File: src/rtl/mem_stage_pkg.sv
// Shared widths, load-size encodings and the EX->MEM bus layout for mem_stage.
package mem_stage_pkg;

    localparam int ES_TO_MS_BUS_WD_DEF = 74;
    localparam int MS_TO_WS_BUS_WD_DEF = 70;
    localparam int MS_FWD_BUS_WD_DEF   = 38;

    localparam logic [1:0] LD_B = 2'b00;
    localparam logic [1:0] LD_H = 2'b01;
    localparam logic [1:0] LD_W = 2'b10;

    // Field order matches the EX->MEM bus, MSB first.
    typedef struct packed {
        logic        ld_sext;
        logic [1:0]  ld_size;
        logic        res_from_mem;
        logic        gr_we;
        logic [4:0]  dest;
        logic [31:0] alu_res;
        logic [31:0] pc;
    } es_to_ms_t;

endpackage

File: src/rtl/mem_load_align.sv
// Combinational load lane selection with sign/zero extension for byte, half and word loads.
module mem_load_align
    import mem_stage_pkg::*;
(
    input  logic [31:0] raw,
    input  logic [1:0]  a,
    input  logic [1:0]  ld_size,
    input  logic        ld_sext,
    output logic [31:0] extracted
);

    logic [7:0]  lane [4];
    logic [7:0]  byte_sel;
    logic [15:0] half_sel;

    generate
        for (genvar gi = 0; gi < 4; gi++) begin : g_lane
            assign lane[gi] = raw[8*gi +: 8];
        end
    endgenerate

    assign byte_sel = lane[a];
    assign half_sel = a[1] ? raw[31:16] : raw[15:0];

    always_comb begin
        extracted = raw;
        case (ld_size)
            LD_B:    extracted = {{24{ld_sext & byte_sel[7]}}, byte_sel};
            LD_H:    extracted = {{16{ld_sext & half_sel[15]}}, half_sel};
            default: extracted = raw;
        endcase
    end

endmodule

File: src/rtl/mem_stage.sv
// Pipeline MEM stage: merges SRAM load data with the EX result and holds read data across WB stalls.
// Optional misaligned-load detection is enabled by defining MS_UNALIGN_CHK_EN.
module mem_stage
    import mem_stage_pkg::*;
#(
    parameter int ES_TO_MS_BUS_WD = ES_TO_MS_BUS_WD_DEF,
    parameter int MS_TO_WS_BUS_WD = MS_TO_WS_BUS_WD_DEF,
    parameter int MS_FWD_BUS_WD   = MS_FWD_BUS_WD_DEF
)
(
    input  logic                       clk,
    input  logic                       reset,
    input  logic                       ws_allowin,
    output logic                       ms_allowin,
    input  logic                       es_to_ms_valid,
    input  logic [ES_TO_MS_BUS_WD-1:0] es_to_ms_bus,
    output logic                       ms_to_ws_valid,
    output logic [MS_TO_WS_BUS_WD-1:0] ms_to_ws_bus,
    output logic [MS_FWD_BUS_WD-1:0]   ms_fwd_bus,
    input  logic [31:0]                data_sram_rdata,
    output logic                       ms_ale
);

    logic        ms_valid_reg;
    logic        ms_first_reg;
    logic        buf_vld_reg;
    logic [31:0] rdata_buf_reg;
    es_to_ms_t   ms_bus_reg;

    logic        ms_ready_go;
    logic        accept;
    logic        leave;
    logic [31:0] raw;
    logic [31:0] extracted;
    logic [31:0] final_result;
    logic        gr_we_eff;

    assign ms_ready_go    = 1'b1;
    assign ms_allowin     = !ms_valid_reg || (ms_ready_go && ws_allowin);
    assign ms_to_ws_valid = ms_valid_reg && ms_ready_go;
    assign accept         = es_to_ms_valid && ms_allowin;
    assign leave          = ms_to_ws_valid && ws_allowin;

    always_ff @(posedge clk) begin
        if (reset) begin
            ms_valid_reg <= 1'b0;
            ms_first_reg <= 1'b0;
        end else begin
            if (ms_allowin) begin
                ms_valid_reg <= es_to_ms_valid;
            end
            ms_first_reg <= accept;
        end
    end

    // Bus payload is qualified by ms_valid_reg, so it needs no reset.
    always_ff @(posedge clk) begin
        if (accept) begin
            ms_bus_reg <= es_to_ms_t'(es_to_ms_bus);
        end
    end

    // SRAM data is only present in the first MEM cycle; capture it if WB stalls us then.
    always_ff @(posedge clk) begin
        if (reset) begin
            buf_vld_reg <= 1'b0;
        end else if (leave || accept) begin
            buf_vld_reg <= 1'b0;
        end else if (ms_valid_reg && ms_first_reg && ms_bus_reg.res_from_mem && !ws_allowin) begin
            buf_vld_reg   <= 1'b1;
            rdata_buf_reg <= data_sram_rdata;
        end
    end

    assign raw = buf_vld_reg ? rdata_buf_reg : data_sram_rdata;

    mem_load_align u_align (
        .raw       (raw),
        .a         (ms_bus_reg.alu_res[1:0]),
        .ld_size   (ms_bus_reg.ld_size),
        .ld_sext   (ms_bus_reg.ld_sext),
        .extracted (extracted)
    );

    assign final_result = ms_bus_reg.res_from_mem ? extracted : ms_bus_reg.alu_res;

`ifdef MS_UNALIGN_CHK_EN
    assign ms_ale = ms_valid_reg && ms_bus_reg.res_from_mem &&
                    ((ms_bus_reg.ld_size == LD_H && ms_bus_reg.alu_res[0]) ||
                     (ms_bus_reg.ld_size == LD_W && ms_bus_reg.alu_res[1:0] != 2'b00));
`else
    assign ms_ale = 1'b0;
`endif

    // A misaligned load must not write the register file nor be bypassed.
    assign gr_we_eff = ms_bus_reg.gr_we && !ms_ale;

    assign ms_to_ws_bus = {gr_we_eff, ms_bus_reg.dest, final_result, ms_bus_reg.pc};
    assign ms_fwd_bus   = {ms_valid_reg && gr_we_eff, ms_bus_reg.dest, final_result};

endmodule

File: config.mk
export PLATFORM = sky130hd
export DESIGN_NAME = mem_stage
export DESIGN_NICKNAME = d
export VERILOG_FILES = /design/src/rtl/mem_stage_pkg.sv /design/src/rtl/mem_load_align.sv /design/src/rtl/mem_stage.sv
export SDC_FILE = /design/constraint.sdc
export NUM_CORES = 1
export LEC_CHECK = 0
export ABC_AREA = 1
export CORE_MARGIN = 2
export CORE_UTILIZATION = 26
export CTS_CLUSTER_DIAMETER = 30
export DETAILED_ROUTE_END_ITERATION = 6
export PLACE_DENSITY = 0.58
export SLEW_MARGIN = 20
export SYNTH_ARGS = -nofsm -noshare
export SYNTH_HDL_FRONTEND = slang
export SYNTH_SLANG_ARGS = --single-unit
File: constraint.sdc
create_clock -name clk -period 4.5 [get_ports clk]
set_clock_uncertainty 0.1 [all_clocks]
set_input_delay 0.45 -clock clk [delete_from_list [all_inputs] [get_ports clk]]
set_output_delay 0.45 -clock clk [all_outputs]
set_load 0.01 [all_outputs]
== Word level (Yosys, flattened, before mapping) ==
Cells that the tools add are included.

* Output and inout port bits: 111
* Register bits after elaboration: 109
* Logic and storage cells: 38
* Input port bits: 110

* Muxes and demuxes: 7
* Eq/ne operators: 1
* Magnitude comparators: 1
* Reduce and logical (&&, ||, !) cells: 13
* Bitwise gates (word level): 5

{| class="wikitable"
|+ Operator list
! kind !! count
|-
| $mux W32 || 2
|-
| $pmux W32 S2 || 1
|-
| $bmux W8 S2 || 1
|-
| $mux W16 || 1
|-
| $mux W8 || 2
|-
| $logic_and A1 B1 Y1 || 6
|-
| $ge A3 B3 Y1 const B || 1
|-
| $not A2 Y3 || 1
|-
| $reduce_and A3 Y1 || 1
|-
| $and A1 B1 Y1 || 2
|-
| $eq A2 B1 Y1 const B || 1
|-
| $logic_not A1 Y1 || 2
|-
| $logic_not A2 Y1 || 1
|-
| $logic_or A1 B1 Y1 || 2
|-
| $not A1 Y1 || 2
|-
| $reduce_or A2 Y1 || 1
|}

== Depth between registers and ports, before layout ==
Gate-level depths: netlist (run 1).

* Depth in word-level cells: 7
* Mapped depth: 12
* Gate-level depth less buffers: 11

== By module ==
A second synthesis (run 1) with hierarchy kept.

* Cell total of the unflattened synthesis: 564
* Area total of the unflattened synthesis: 5703.0 um^2

{| class="wikitable"
|+ Modules (own cells, without submodules)
! module !! area each (um^2) !! instances !! seq. area each (um^2) !! cells each
|-
| mem_stage || 4794.6 || 1 || 3243.1 || 411
|-
| mem_load_align || 908.4 || 1 || 0.0 || 153
|}

== Worst setup path before layout (run 1) ==
No wires, ideal clock.

* Kind: input-to-reg
* Start: input ws_allowin
* End: register rdata_buf_reg[0] (enable)
* Path buffers: 0
* Library setup time: 0.395 ns
* Setup slack: -0.429 ns
* Stages on the path: 5
* Data arrival time: 4.434 ns
* Cells stage by stage: nor2_1 > nor2_1 > inv_1 > nand2_1 > nor2_1

* Word-level cells in the longest chain between the ends: 5
* Elaborated cells between the ends (all ways): 8

{| class="wikitable"
|+ Ends and longest elaborated chain
! element !! RTL line !! text
|-
| start, declared || mem_stage.sv:13 || <nowiki>input logic ws_allowin,</nowiki>
|-
| $logic_or A1 B1 Y1 || mem_stage.sv:39 || <nowiki>assign ms_allowin = !ms_valid_reg || (ms_ready_go && ws_allowin);</nowiki>
|-
| $logic_and A1 B1 Y1 || mem_stage.sv:41 || <nowiki>assign accept = es_to_ms_valid && ms_allowin;</nowiki>
|-
| named net accept || mem_stage.sv:31 || <nowiki>logic accept;</nowiki>
|-
| $logic_or A1 B1 Y1 || mem_stage.sv:67 || <nowiki>end else if (leave || accept) begin</nowiki>
|-
| $not A1 Y1 (no line) || n/a ||
|-
| $reduce_and A3 Y1 (no line) || n/a ||
|-
| end signal, assigned || mem_stage.sv:71 || <nowiki>rdata_buf_reg <= data_sram_rdata;</nowiki>
|-
| end, declared || mem_stage.sv:27 || <nowiki>logic [31:0] rdata_buf_reg;</nowiki>
|}

The timed path passes the listed nets, and every way through them passes these cells.
A chain may end at the register's enable or synchronous reset.

== Final worst setup path (run 1) ==
* Start: register ms_bus_reg[33] (netlist name)
* End: output ms_fwd_bus[26]

* Word-level cells in the longest chain between the ends: 7
* Elaborated cells between the ends (all ways): 9

{| class="wikitable"
|+ Ends and longest elaborated chain
! element !! RTL line !! text
|-
| start, declared || mem_stage.sv:28 || <nowiki>es_to_ms_t ms_bus_reg;</nowiki>
|-
| start signal, assigned || mem_stage.sv:59 || <nowiki>ms_bus_reg <= es_to_ms_t'(es_to_ms_bus);</nowiki>
|-
| $not A2 Y3 (implied by the code) || mem_load_align.sv:22 || <nowiki>assign byte_sel = lane[a];</nowiki>
|-
| $bmux W8 S2 || mem_load_align.sv:22 ||
|-
| $mux W8 (implied by the code) (2 in a row) || mem_load_align.sv:22 ||
|-
| $and A1 B1 Y1 || mem_load_align.sv:28 || <nowiki>LD_B: extracted = {{24{ld_sext & byte_sel[7]}}, byte_sel};</nowiki>
|-
| $pmux W32 S2 * || mem_load_align.sv:27 || <nowiki>case (ld_size)</nowiki>
|-
| $mux W32 * || mem_stage.sv:85 || <nowiki>assign final_result = ms_bus_reg.res_from_mem ? extracted : ms_bus_reg.alu_res;</nowiki>
|-
| end, declared || mem_stage.sv:19 || <nowiki>output logic [MS_FWD_BUS_WD-1:0] ms_fwd_bus,</nowiki>
|}

Mark *: on every way between the ends. The rest lies on a longest branch, timed or not. The select of a mux whose other input is x is not followed.

==> impl_metrics.toml, run 1 <==
[synth]
synth_warnings = 0
yosys-top-cells-area = "edfxtp_1 (55%), nand2_1 (12%), buf_4 (10%)"
yosysTopAreaCellShare_pct = 55.3
ys_ff_latch = 109
yosysMostFrequentCell = "nand2_1"
synthFlopType = "edfxtp_1"
ys_async_sr_fraction_pct = 0
syn_nets = 735
synth_area_leader_cell = "edfxtp_1"
synthDistinctLibCells = 23
synth_area_mm2 = 0.00575
synth_common_cells = "nand2_1 (179), edfxtp_1 (106), buf_4 (79), nand3_1 (66), nor2_1 (44)"
yosysSeqAreaShare_pct = 56.4
avgSynthCellArea_um2 = 9.20
netlist_instances = 625
synth_edf_count = 106

[sta]
min_period_ns = 3.80
max_freq_mhz = 263
hold_viol_final = 0
tightest_slew_ns = 0.983
maxSlewViolCount = 0
finalCritPeriodShare_pct = 84.4
tns_ns = 0
timing.final.ws_setup_ns = 0.703
setup_viol_count_final = 0
rsz0062_at_grt = "false"
relSlewSlack_pct = 34.5

[placement]
hpwl_um = 12300
io_buffers = 219
place_ws_ns = 1.06
dp_cells = 1026
gp_congestion = 0.891

[worst_setup_path]
worstSetupPathType = "register to output port"
cpPeakStageDelay_ns = 0.74
critPathSlowestCell = "edfxtp_1"
path_common_cell = "nand2_1"
crit_required_ns = 3.95
worst-path-buf-inv = 3
end_kind = "output port"
crit_chain = "inv_1 > nand2_1 > nand2_1 > nand3_2 > nand3_1 > nand2_1 > inv_1 > clkdlybuf4s50_1"
cp-start-kind = "register"
cpLargestDelayFamily = "buffers and inverters"
arrival_ns = 3.25
cp_max_fo = 26

[floorplan]
coreArea_mm2 = 0.0218
dieArea_mm2 = 0.0233
start_util_pct = 26.4
ios = 221
rows = 54
die_width_um = 153
die_h_um = 153

[clocking]
clkSinkCount = 109
ctsHoldBuffers = 0
cts_setup_buffers = 0
clkSlewWorstSetupHoldPaths_ns = 0.07
ctsResizeCount = 0
clockBufferDepth = 2
clock_latency_ns = 0.35
h-tree-depth = 3
cts_buffers = 9
cts_tree = "yes"
cts_root_buffer = "clkbuf_16"

[routing]
firstDrtPassIters = 5
totalWireLength_um = 16600
antenna_left = 0
drtIter0Drc = 227
wl_per_cell_um = 15.9
route.met2.wl_um = 8010
wl_met1_um = 6860
top_layer = "met4"
vias = 4450
remaining_drc_errors = 0
wl_met3_um = 1460
viasPerCell = 4.27

[job]
max_cap_violations = 0

[power]
p_leak_nw = 3.20
p_sw_share_pct = 24.6
p_int_w = 0.00193
seqPwrFrac_pct = 46.2
p_sw_w = 0.000630
clkPwrFrac_pct = 33.9
peakVddDrop_mv = 0.155
power_frac_comb_pct = 19.8
power.density_mw_per_mm2 = 322

[grt]
grt_pass1_vias = 4589
grt_pass1_wl_um = 25800
antenna_found_initial = 0
grt_start_max_net_pins = 75
grt-ovfl-total = 0
track_usage_pct = 14.4

[layout]
drive_gt1_share_pct = 7.87
fin_cells = 1042
diodes = 0
area_growth_pct = 38.2
largest_reg_flops = 36
fin_nets = 867
utilization_pct = 36.5

[hold_path]
hp-class = "register to register"

[outcome]
status = "complete, no violations"
==> logic make-up (layout without fill, tap and decap cells) <==
group | Yosys count | in the layout | synth area share [%]
other | 1 | 1 | 0.0652
flip-flops | 109 | 109 | 56.4
AND/OR/NAND/NOR | 327 | 327 | 24.7
buffers and inverters | 147 | 284 | 15.3
AO/OA/AOI/OAI | 41 | 41 | 3.59
==> layer usage <==
layer / GRT usage (%) / vias to the layer above
li1: - / 2222
met1: 17.0 / 2010
met2: 24.6 / 202
met3: 4.86 / 16
met4: 4.81 / 0
met5: 0 / -
==> path summary, 6_finish.rpt <==
kind	to	startpoint	slack (ns)	cells past startpoint
setup reg to reg	ms_bus_reg[43]	ms_to_ws_valid	2.64	4
hold / removal	buf_vld_reg	ms_first_reg	0.41	2
hold reg to reg	buf_vld_reg	ms_first_reg	0.41	2
setup / recovery	ms_fwd_bus[26]	ms_bus_reg[33]	0.70	8
==> through the flow <==
step	hold WS (ns)	area [um2]	power, W
final	0.411	7950	0.00256
after global routing	0.444	7950	0.00268
after CTS	0.417	7950	0.00260
after detailed placement	0.399	7630	0.00172
after global placement	0.395	7630	0.00172
after floorplan	0.363	5760	0.00147
==> final cells by class <==
type	count	area, um2
Tap cell	280	350
Fill cell	2283	13800
Clock inverter	7	95.1
Multi-Input combinational cell	369	1640
Sequential cell	109	3240
Clock buffer	9	225
Timing Repair Buffer	224	2230
Inverter	44	165
==> cells in the final DEF (no fill, tap or decap), types with 3 or more instances in the layout <==
master           netlist  routed
a21oi_1               18      18
buf_4                 79       5
clkbuf_16              0       9
clkdlybuf4s50_1        0     219
dfxtp_1                3       3
edfxtp_1             106     106
inv_1                 43      43
nand2_1              179     179
nand3_1               66      66
nor2_1                44      42
nor2_2                 2       3
o21ai_0               10      10
o21ai_1               12      12
or2_2                 30      30
==> worst min-delay path, stage by stage, from the launching register on <==
cell and delay (ns):
dfxtp_1 0.30, nand3_1 0.10, a21oi_1 0.06
==> power by group through the flow <==
stage                     registers (W)  clock network [W]  logic [W]
final                           0.00118           0.000869   0.000508
after floorplan                 0.00120                  0   0.000278
after global placement          0.00121                  0   0.000510
after global routing            0.00119           0.000938   0.000555
after detailed placement        0.00121                  0   0.000513
after CTS                       0.00118           0.000903   0.000515
No activity file was read; power rests on OpenSTA's default activity.
==> run 2: changes to the inputs <==
clock period = 3.15 ns   (was 4.5 ns; I/O delays follow)
==> impl_metrics.toml, run 2 (synthesis gave the netlist of run 1 again) <==
[sta]
setup_viol_count_final = 0
maxSlewViolCount = 0
max_freq_mhz = 354
relSlewSlack_pct = 35.8
finalCritPeriodShare_pct = 89.7
min_period_ns = 2.83
hold_viol_final = 0
finalHoldWorstSlack_ns = 0.406
rsz0062_at_grt = "false"
tns_ns = 0
tightest_slew_ns = 0.963

[routing]
viasPerCell = 4.33
firstDrtPassIters = 5
wl_per_cell_um = 15.8
drtIter0Drc = 282
remaining_drc_errors = 0
vias = 4565
totalWireLength_um = 16600
antenna_left = 0

[floorplan]
dieArea_mm2 = 0.0233
ios = 221
coreArea_mm2 = 0.0218
die_h_um = 153
rows = 54
start_util_pct = 26.4
die_width_um = 153

[clocking]
clkSinkCount = 109
clock_latency_ns = 0.35
cts_tree = "yes"
clkSlewWorstSetupHoldPaths_ns = 0.08
cts_root_buffer = "clkbuf_16"
cts_buffers = 9
h-tree-depth = 3
ctsHoldBuffers = 0
clockBufferDepth = 2

[grt]
track_usage_pct = 14.4
grt_pass1_wl_um = 25600
grt_start_max_net_pins = 75
grt_pass1_vias = 4439
antenna_found_initial = 1
grt-ovfl-total = 0

[worst_setup_path]
cpPeakStageDelay_ns = 0.65
worst-path-buf-inv = 2
end_kind = "output port"
crit_chain = "buf_6 > or2_2 > o21ai_1 > nand2_1 > nand3_1 > nand2_1 > nand2_1 > a21oi_1 > clkdlybuf4s50_1"
reg2regPathDepth = 5
cp_max_fo = 27
path_common_cell = "nand2_1"
arrival_ns = 2.41
worstSetupPathType = "register to output port"
rr_startpoint = "ms_to_ws_valid"
r2r_slack_ns = 1.28
crit_required_ns = 2.73
cp-start-kind = "register"
critPathSlowestCell = "clkdlybuf4s50_1"
cpLargestDelayFamily = "buffers and inverters"
r2r-end = "rdata_buf_reg[9]"

[layout]
layout_commonest_cell = "clkdlybuf4s50_1"
regArea_mm2 = 0.00324
area_growth_pct = 39.6
largest_reg_flops = 36
drive_gt1_share_pct = 9.43
final_cell_mix = "clkdlybuf4s50_1 (219), nand2_1 (179), edfxtp_1 (106)"
fillCellCount = 2226
fin_cells = 1055
fin_nets = 879
multiInputGateArea_mm2 = 0.00165

[power]
p_leak_nw = 3.24
p_sw_w = 0.000940
peakVddDrop_mv = 0.334
clkPwrFrac_pct = 31.8
seqPwrFrac_pct = 47.1
p_int_w = 0.00263
p_sw_share_pct = 26.4
power.density_mw_per_mm2 = 444
power_frac_comb_pct = 21.0

[hold_path]
holdPathEnd = "ms_to_ws_bus[17]"
worstHoldStart = "es_to_ms_bus[17]"
hp-class = "input pin to register"
hold_depth = 1

[placement]
dp_cells = 1036
hpwl_um = 12400
io_buffers = 219
gp_congestion = 0.814

[job]
max_cap_violations = 0

[outcome]
status = "complete, no violations"
[run 2: changes by cell type in the layout (fill, tap and decap cells not counted), moves of 2 or more]
cell / previous run / this run
clkinv_4: 0 / 2
clkinv_2: 2 / 0
bufinv_16: 2 / 0
buf_4: 5 / 16
[run 2: area by class of cell]
class                      count  area share [%]
clock inverter                 6           0.779
sequential                   109            40.4
clock buffer                  10            2.85
multi-input combinational    369            20.5
timing repair buffer         236            28.9
inverter                      44            2.13
antenna                        1          0.0312
tap                          280            4.36
[run 2: timing repair]
item                                   CTS  global route
buffers inserted                         0             2
gates resized for setup                  0             6
endpoints found under the hold margin    0             0
setup endpoints to repair                0            52
[run 2: power groups by stage]
stage | Clock, W | Sequential, W | Combinational (W)
after detailed placement | 0 | 0.00171 | 0.000754
after global routing | 0.00124 | 0.00169 | 0.000819
final | 0.00114 | 0.00168 | 0.000751
after floorplan | 0 | 0.00171 | 0.000397
after CTS | 0.00118 | 0.00168 | 0.000758
after global placement | 0 | 0.00171 | 0.000752
[run 2: worst max-delay path by stage]
stage	start	depth (start not counted)	to	slack [ns]
after floorplan	ms_to_ws_valid	6	rdata_buf_reg[0]	0.08
after global placement	data_sram_rdata[31]	10	ms_fwd_bus[16]	0.45
after detailed placement	data_sram_rdata[31]	10	ms_to_ws_bus[48]	0.41
after CTS	buf_vld_reg	10	ms_to_ws_bus[48]	0.10
after global routing	buf_vld_reg	10	ms_to_ws_bus[57]	0.07
final	buf_vld_reg	9	ms_to_ws_bus[37]	0.32
[run 2: metal layers]
metal	vias up	global-route usage (%)	wire length, um
met5	-	0	0
met4	0	3.70	199
met2	226	24.0	8090
li1	2245	-	-
met3	11	5.89	1590
met1	2083	17.2	6760
[run 2: worst register-to-register path: stages (launching register included)]
cell	delay (ns)
dfxtp_1	0.39
inv_1	0.05
nor2_1	0.27
nand3_1	0.17
nor2_2	0.13
buf_4	0.40
[run 2: per-stage QoR]
stage | setup WS [ns] | utilization (%) | power [W] | cell area [um2]
finish | 0.323 | 36.9 | 0.00357 | 8030
global placement | 0.446 | 35.4 | 0.00246 | 7700
detailed placement | 0.408 | 35.4 | 0.00247 | 7700
global route | 0.0747 | 36.9 | 0.00375 | 8030
floorplan | 0.0824 | - | 0.00211 | 5760
CTS | 0.104 | 36.7 | 0.00362 | 8000
